## src/rtl/detection_result_collector_if.sv

```systemverilog
// detection_result_collector_if: dispatch, result, detection and status bundle for the collector
interface detection_result_collector_if #(
  parameter int NUM_CORES = 4,
  parameter int CORE_W = 2,
  parameter int X_W = 10,
  parameter int Y_W = 10,
  parameter int CNT_W = 20
);
  logic start;
  logic [CNT_W-1:0] total_windows;
  logic dispatch_valid;
  logic [CORE_W-1:0] dispatch_core;
  logic [X_W-1:0] dispatch_x;
  logic [Y_W-1:0] dispatch_y;
  logic [NUM_CORES-1:0] res_valid;
  logic [NUM_CORES-1:0] res_passfail;
  logic [NUM_CORES-1:0] res_taken;
  logic det_valid;
  logic det_ready;
  logic [X_W-1:0] det_x;
  logic [Y_W-1:0] det_y;
  logic [CNT_W-1:0] windows_done;
  logic [CNT_W-1:0] detections;
  logic frame_done;
  logic overflow;
  modport master (
    output start, total_windows, dispatch_valid, dispatch_core, dispatch_x, dispatch_y,
    output res_valid, res_passfail, det_ready,
    input res_taken, det_valid, det_x, det_y, windows_done, detections, frame_done, overflow
  );
  modport slave (
    input start, total_windows, dispatch_valid, dispatch_core, dispatch_x, dispatch_y,
    input res_valid, res_passfail, det_ready,
    output res_taken, det_valid, det_x, det_y, windows_done, detections, frame_done, overflow
  );
endinterface

```

## src/rtl/detection_result_collector.sv

```systemverilog
// detection_result_collector: round-robin verdict collection, coordinate tagging, detection FIFO and frame counters
module detection_result_collector #(
  parameter int NUM_CORES = 4,
  parameter int CORE_W = 2,
  parameter int X_W = 10,
  parameter int Y_W = 10,
  parameter int CNT_W = 20,
  parameter int FIFO_DEPTH = 8
) (
  input logic clk,
  input logic reset,
  detection_result_collector_if.slave bus
);
  localparam int PTR_W = $clog2(FIFO_DEPTH);
  localparam int C_W = X_W + Y_W;
  logic [C_W-1:0] coord_q [NUM_CORES];
  logic [C_W-1:0] coord_d [NUM_CORES];
  logic [C_W-1:0] mem_q [FIFO_DEPTH];
  logic [C_W-1:0] mem_d [FIFO_DEPTH];
  logic [PTR_W-1:0] wr_q, wr_d, rd_q, rd_d;
  logic [PTR_W:0] cnt_q, cnt_d;
  logic [CORE_W-1:0] rr_q, rr_d, gnt, idx;
  logic [CNT_W-1:0] win_q, win_d, det_q, det_d, total_q, total_d, win_base, det_base;
  logic frame_q, frame_d, ovf_q, ovf_d, active_q, active_d;
  logic empty, full, pop, push, found, can_push;
  logic [NUM_CORES-1:0] elig, taken;
  always_comb begin
    empty = cnt_q == '0;
    full = cnt_q == (PTR_W+1)'(FIFO_DEPTH);
    pop = ~empty & bus.det_ready;
    can_push = ~full | pop;
    elig = bus.res_valid & (~bus.res_passfail | {NUM_CORES{can_push}});
    found = 1'b0;
    gnt = '0;
    idx = '0;
    for (int k = 0; k < NUM_CORES; k++) begin
      idx = CORE_W'((int'(rr_q) + k) % NUM_CORES);
      if (!found && elig[idx]) begin
        found = 1'b1;
        gnt = idx;
      end
    end
    found = found & ~reset;
    taken = found ? NUM_CORES'(1) << gnt : '0;
    push = found & bus.res_passfail[gnt];
    rr_d = found ? ((int'(gnt) == NUM_CORES - 1) ? '0 : gnt + 1'b1) : rr_q;
    // a grant alongside start counts as the first result of the new frame
    win_base = bus.start ? '0 : win_q;
    det_base = bus.start ? '0 : det_q;
    win_d = (found && win_base != '1) ? win_base + 1'b1 : win_base;
    det_d = (push && det_base != '1) ? det_base + 1'b1 : det_base;
    total_d = bus.start ? bus.total_windows : total_q;
    active_d = active_q | bus.start;
    cnt_d = cnt_q + (PTR_W+1)'(push) - (PTR_W+1)'(pop);
    wr_d = push ? wr_q + 1'b1 : wr_q;
    rd_d = pop ? rd_q + 1'b1 : rd_q;
    mem_d = mem_q;
    if (push) mem_d[wr_q] = coord_q[gnt];
    coord_d = coord_q;
    if (bus.dispatch_valid) coord_d[bus.dispatch_core] = {bus.dispatch_x, bus.dispatch_y};
    ovf_d = ovf_q | (bus.dispatch_valid & bus.res_valid[bus.dispatch_core] & ~taken[bus.dispatch_core]);
    frame_d = active_d & ((frame_q & ~bus.start) | (win_d == total_d && cnt_d == '0));
  end
  always_ff @(posedge clk) begin
    if (reset) begin
      coord_q <= '{default: '0};
      mem_q <= '{default: '0};
      wr_q <= '0;
      rd_q <= '0;
      cnt_q <= '0;
      rr_q <= '0;
      win_q <= '0;
      det_q <= '0;
      total_q <= '0;
      frame_q <= 1'b0;
      ovf_q <= 1'b0;
      active_q <= 1'b0;
    end else begin
      coord_q <= coord_d;
      mem_q <= mem_d;
      wr_q <= wr_d;
      rd_q <= rd_d;
      cnt_q <= cnt_d;
      rr_q <= rr_d;
      win_q <= win_d;
      det_q <= det_d;
      total_q <= total_d;
      frame_q <= frame_d;
      ovf_q <= ovf_d;
      active_q <= active_d;
    end
  end
  assign bus.res_taken = taken;
  assign bus.det_valid = ~empty;
  assign bus.det_x = empty ? '0 : mem_q[rd_q][C_W-1:Y_W];
  assign bus.det_y = empty ? '0 : mem_q[rd_q][Y_W-1:0];
  assign bus.windows_done = win_q;
  assign bus.detections = det_q;
  assign bus.frame_done = frame_q;
  assign bus.overflow = ovf_q;
endmodule
```

## src/flat_wrapper.sv

```systemverilog
// flat-port wrapper written by rule: the top's interface ports become plain ports
module detection_result_collector_flat 
#(
  parameter int NUM_CORES = 4,
  parameter int CORE_W = 2,
  parameter int X_W = 10,
  parameter int Y_W = 10,
  parameter int CNT_W = 20,
  parameter int FIFO_DEPTH = 8
)
  (clk, reset, bus_start, bus_total_windows, bus_dispatch_valid, bus_dispatch_core, bus_dispatch_x, bus_dispatch_y, bus_res_valid, bus_res_passfail, bus_det_ready, bus_res_taken, bus_det_valid, bus_det_x, bus_det_y, bus_windows_done, bus_detections, bus_frame_done, bus_overflow);
  detection_result_collector_if #(.NUM_CORES(NUM_CORES), .CORE_W(CORE_W), .X_W(X_W), .Y_W(Y_W), .CNT_W(CNT_W)) bus_i ();
  input logic clk;
  input logic reset;
  input wire logic [$bits(bus_i.start)-1:0] bus_start;
  input wire logic [$bits(bus_i.total_windows)-1:0] bus_total_windows;
  input wire logic [$bits(bus_i.dispatch_valid)-1:0] bus_dispatch_valid;
  input wire logic [$bits(bus_i.dispatch_core)-1:0] bus_dispatch_core;
  input wire logic [$bits(bus_i.dispatch_x)-1:0] bus_dispatch_x;
  input wire logic [$bits(bus_i.dispatch_y)-1:0] bus_dispatch_y;
  input wire logic [$bits(bus_i.res_valid)-1:0] bus_res_valid;
  input wire logic [$bits(bus_i.res_passfail)-1:0] bus_res_passfail;
  input wire logic [$bits(bus_i.det_ready)-1:0] bus_det_ready;
  output wire logic [$bits(bus_i.res_taken)-1:0] bus_res_taken;
  output wire logic [$bits(bus_i.det_valid)-1:0] bus_det_valid;
  output wire logic [$bits(bus_i.det_x)-1:0] bus_det_x;
  output wire logic [$bits(bus_i.det_y)-1:0] bus_det_y;
  output wire logic [$bits(bus_i.windows_done)-1:0] bus_windows_done;
  output wire logic [$bits(bus_i.detections)-1:0] bus_detections;
  output wire logic [$bits(bus_i.frame_done)-1:0] bus_frame_done;
  output wire logic [$bits(bus_i.overflow)-1:0] bus_overflow;
  assign bus_i.start = bus_start;
  assign bus_i.total_windows = bus_total_windows;
  assign bus_i.dispatch_valid = bus_dispatch_valid;
  assign bus_i.dispatch_core = bus_dispatch_core;
  assign bus_i.dispatch_x = bus_dispatch_x;
  assign bus_i.dispatch_y = bus_dispatch_y;
  assign bus_i.res_valid = bus_res_valid;
  assign bus_i.res_passfail = bus_res_passfail;
  assign bus_i.det_ready = bus_det_ready;
  assign bus_res_taken = bus_i.res_taken;
  assign bus_det_valid = bus_i.det_valid;
  assign bus_det_x = bus_i.det_x;
  assign bus_det_y = bus_i.det_y;
  assign bus_windows_done = bus_i.windows_done;
  assign bus_detections = bus_i.detections;
  assign bus_frame_done = bus_i.frame_done;
  assign bus_overflow = bus_i.overflow;
  detection_result_collector #(.NUM_CORES(NUM_CORES), .CORE_W(CORE_W), .X_W(X_W), .Y_W(Y_W), .CNT_W(CNT_W), .FIFO_DEPTH(FIFO_DEPTH)) u_core (.clk(clk), .reset(reset), .bus(bus_i));
endmodule
```

## config.mk

```make
export PLATFORM = sky130hd
export DESIGN_NAME = detection_result_collector_flat
export DESIGN_NICKNAME = d
export VERILOG_FILES = /design/src/rtl/detection_result_collector_if.sv /design/src/rtl/detection_result_collector.sv /design/src/flat_wrapper.sv
export SDC_FILE = /design/constraint.sdc
export NUM_CORES = 1
export LEC_CHECK = 0
export ABC_CLOCK_PERIOD_IN_PS = 4019
export CORE_MARGIN = 2
export CORE_UTILIZATION = 58
export DETAILED_ROUTE_END_ITERATION = 10
export DONT_BUFFER_PORTS = 1
export PLACE_DENSITY = 0.86
export RECOVER_POWER = 100
export REMOVE_ABC_BUFFERS = 1
export SYNTH_ARGS = -nofsm -noshare
export SYNTH_HDL_FRONTEND = slang
export SYNTH_SLANG_ARGS = --single-unit
```

## constraint.sdc

```tcl
create_clock -name clk -period 4.02 [get_ports clk]
set_clock_uncertainty 0.1 [all_clocks]
set_input_delay 0.402 -clock clk [delete_from_list [all_inputs] [get_ports clk]]
set_output_delay 0.402 -clock clk [all_outputs]
set_load 0.01 [all_outputs]
```

==> impl_metrics.env <==
export IMPL_crit_arrival_ns=4.51
export IMPL_hold_class="primary input to flop"
export IMPL_ios=122
export IMPL_syn_area_mm2=0.0146
export IMPL_period_share_pct=103
export IMPL_drc=0
export IMPL_synth_edf_count=0
export IMPL_endpoint_kind="flop"
export IMPL_antenna_found_initial=0
export IMPL_final_antenna_net_count=0
export IMPL_htree_num_levels=1
export IMPL_drive_gt1_share_pct=10.2
export IMPL_syn2layout_area_growth_pct=18.1
export IMPL_wire_per_inst_um=19.9
export IMPL_worst_skew_pair_late_latency_ns=0.56
export IMPL_clockBufferDepth=3
export IMPL_finalHoldViolCount=0
export IMPL_synth_ff_type="dfxtp_1"
export IMPL_viasPerCell=6.16
export IMPL_num_rows=58
export IMPL_avgSynthCellArea_um2=8.62
export IMPL_track_usage_pct=31.2
export IMPL_p_leak_nw=6.97
export IMPL_synth_area_leaders="dfxtp_1 (43%), nand2_1 (9.7%), mux2i_1 (9.5%), a21oi_1 (7.0%), mux4_2 (6.2%)"
export IMPL_synth_seq_cells=315
export IMPL_vias=13100
export IMPL_drtPass1Iterations=8
export IMPL_whs_ns=0.0494
export IMPL_tritoncts="done"
export IMPL_dieHeight_um=163
export IMPL_num_fill_cells=1717
export IMPL_async_flop_share_pct=0
export IMPL_outcome="finished with violations"
export IMPL_path_max_fanout=6
export IMPL_pre_cts_ws_ns=-0.140
export IMPL_drv_cap=0
export IMPL_violations="setup timing"
export IMPL_setup_violations_final=1
export IMPL_dpl_hpwl_mm=23.1
export IMPL_worst_ir_drop_vdd_mv=0.420
export IMPL_clk_pin_slew_ns=0.06
export IMPL_fin_ws_ns=-0.102
export IMPL_rrSetupSlack_ns=-0.10
export IMPL_crit_type="flop to flop"
export IMPL_critPathMostFrequentCell="inv_1"
export IMPL_tightest_slew_ns=1.02
export IMPL_die_w_um=163
export IMPL_grt_pass1_wl_mm=66.3
export IMPL_max_freq_mhz=243
export IMPL_crit_buf_inv=4
export IMPL_syn_inst=1694
export IMPL_ys_seq_area_share_pct=43.2
export IMPL_grt_overflow=0
export IMPL_cp_slowest_cell="or4_1"
export IMPL_synth_top_area_share_pct=43.2
export IMPL_synth_cell_types=68
export IMPL_gp_congestion=0.872
export IMPL_drtIter0Drc=1148
export IMPL_fin_crit_ns=4.12
export IMPL_numCtsBuffers=30
export IMPL_synth_area_leader_cell="dfxtp_1"
export IMPL_io_buffers=0
export IMPL_diodes=0
export IMPL_multi_input_area_mm2=0.00786
export IMPL_finalMaxSlewViolations=0
export IMPL_worstPathCellList="inv_1 -> ha_1 -> and2b_4 -> buf_4 -> o211ai_1 -> a21oi_1 -> a221o_2 -> mux2i_1 -> mux2i_2 -> nand2_1 -> inv_1 -> ha_1 -> inv_1 -> fa_1 -> xor2_1 -> nand4b_1 -> nor2_1 -> nand2_1 -> nor4_2 -> nand4_1 -> or4_1 -> o21ai_1"
export IMPL_drt_total_wl_mm=42.4
export IMPL_yosysWarnings=0
export IMPL_crit_family="simple AND/OR/NAND/NOR gates"
export IMPL_grt_pass1_vias=13600
export IMPL_cellPowerDensity_mw_per_mm2=500
export IMPL_max_stage_delay_ns=0.40
export IMPL_required_ns=4.41
export IMPL_rsz0062_at_grt="true"
export IMPL_die_area_mm2=0.0265
export IMPL_start_util_pct=58.5
export IMPL_cts_sink_count=315
export IMPL_clk_root_buffer_cell="clkbuf_16"
export IMPL_coreArea_mm2=0.0250
export IMPL_slew_headroom_pct=31.7
export IMPL_grt_max_degree=200
export IMPL_start_kind="flop"
export IMPL_seq_area_mm2=0.00631
export IMPL_nNetsFinal=1843
-- layout by cell type (no fill, tap or decap), drive strengths merged, types with 21 or more instances in the layout --
cell type	instances
nand2	379
dfxtp	315
a21oi	204
nor2	176
mux2i	139
dlygate4sd3	121
buf	46
clkbuf	43
mux4	40
xnor2	37
nand3	30
and2	28
xor2	26
a211oi	21
o21ai	21
-- cell families after synthesis --
family                   after synthesis  synth area share (%)
AND/OR/NAND/NOR                      713                  21.6
buffers and inverters                139                  3.93
AO/OA/AOI/OAI                        268                  10.4
multiplexers                         181                  15.9
flip-flops                           315                  43.2
XOR/XNOR                              63                  3.78
adder cells (fa/ha/maj)               15                  1.34
-- worst reg2reg max path, delay by kind of cell (launching register included) --
family          cells  cell delay, ns
fa+ha+maj           3            0.70
xor+xnor            1            0.19
compound gates      4            0.80
buf+inv             4            0.34
flops               1            0.35
mux                 2            0.36
simple gates        8            1.23
-- routing by layer --
layer	global-route usage (%)	share of wire, %
met1	34.7	37
met3	7.21	9.8
met4	15.8	4.6
met2	55.7	49
met5	0	0
-- worst paths after layout --
kind,from,endpoint,cells after the start
setup reg to reg,u_core.cnt_q[3],u_core.bus.frame_done,22
hold / removal,bus_start,u_core.bus.frame_done,3
setup / recovery,u_core.cnt_q[3],u_core.bus.frame_done,22
hold reg to reg,u_core.coord_q[54],u_core.coord_q[54],2
-- per-stage QoR --
stage               utilization [%]  cells  power (mW)  TNS, ns  area, um2
floorplan                         -   1574        4.80  -150.21      14100
global placement               59.4   1942        5.38        0      14800
detailed placement             59.4   1942        5.45   -0.140      14800
CTS                            68.6   2122        8.47  -0.0672      17100
global route                   69.1   2127        8.91   -0.714      17300
finish                         69.1   2127        8.62   -0.102      17300
-- report_power, final --
group	switching, mW	internal [mW]	total, mW
clock	1.24	1.65	2.89
sequential	0.177	3.26	3.44
combinational	1.41	0.885	2.29
-- state kept, by name (all words and copies together), names as in the netlist --
signal and cells:
u_core.active_q 1, u_core.coord_q 80, u_core.bus.detections 20, u_core.bus.overflow 1, u_core.rd_q 3, u_core.bus.frame_done 1, u_core.bus.windows_done 20, u_core.rr_q 2
u_core.cnt_q 4, u_core.wr_q 3, u_core.mem_q 160, u_core.total_q 20
-- synthesized netlist by cell type (3+ instances only) --
| cell | count |
|---|---|
| nand3b_1 | 3 |
| inv_1 | 19 |
| a211oi_1 | 21 |
| a21oi_1 | 204 |
| mux4_2 | 40 |
| and2b_1 | 3 |
| o21ai_1 | 5 |
| xor2_1 | 26 |
| nand2_1 | 379 |
| nor3b_1 | 4 |
| nor4_1 | 6 |
| nand4_1 | 20 |
| o21ai_0 | 16 |
| and4_1 | 3 |
| ha_1 | 14 |
| buf_2 | 21 |
| buf_1 | 7 |
| and3_1 | 8 |
| nand3_1 | 30 |
| mux2i_1 | 139 |
| nor2b_1 | 12 |
| nor3_1 | 7 |
| clkbuf_1 | 88 |
| or4_1 | 4 |
| a41oi_1 | 3 |
| dfxtp_1 | 315 |
| and2_1 | 28 |
| xnor2_1 | 37 |
| or3_1 | 4 |
| nor2_1 | 175 |
| or2_2 | 6 |
| buf_6 | 3 |
| nand4b_1 | 4 |
-- final cells by class --
type,count,area share (%)
clock buffers,43,5.10
clock inverters,13,0.761
inverters,19,0.413
multi-input cells,1240,45.5
flip-flops and latches,315,36.6
well taps,330,2.39
repair buffers,167,9.23
-- timing repair --
item | in CTS | in global routing
gates resized for setup | 6 | 15
buffers inserted | 1 | 5
endpoints found under the hold margin | 299 | 0
hold buffers | 123 | 0
endpoints found under the setup margin | 1 | 36
pin swaps | 4 | 3
No activity file was read; power rests on OpenSTA's default activity.
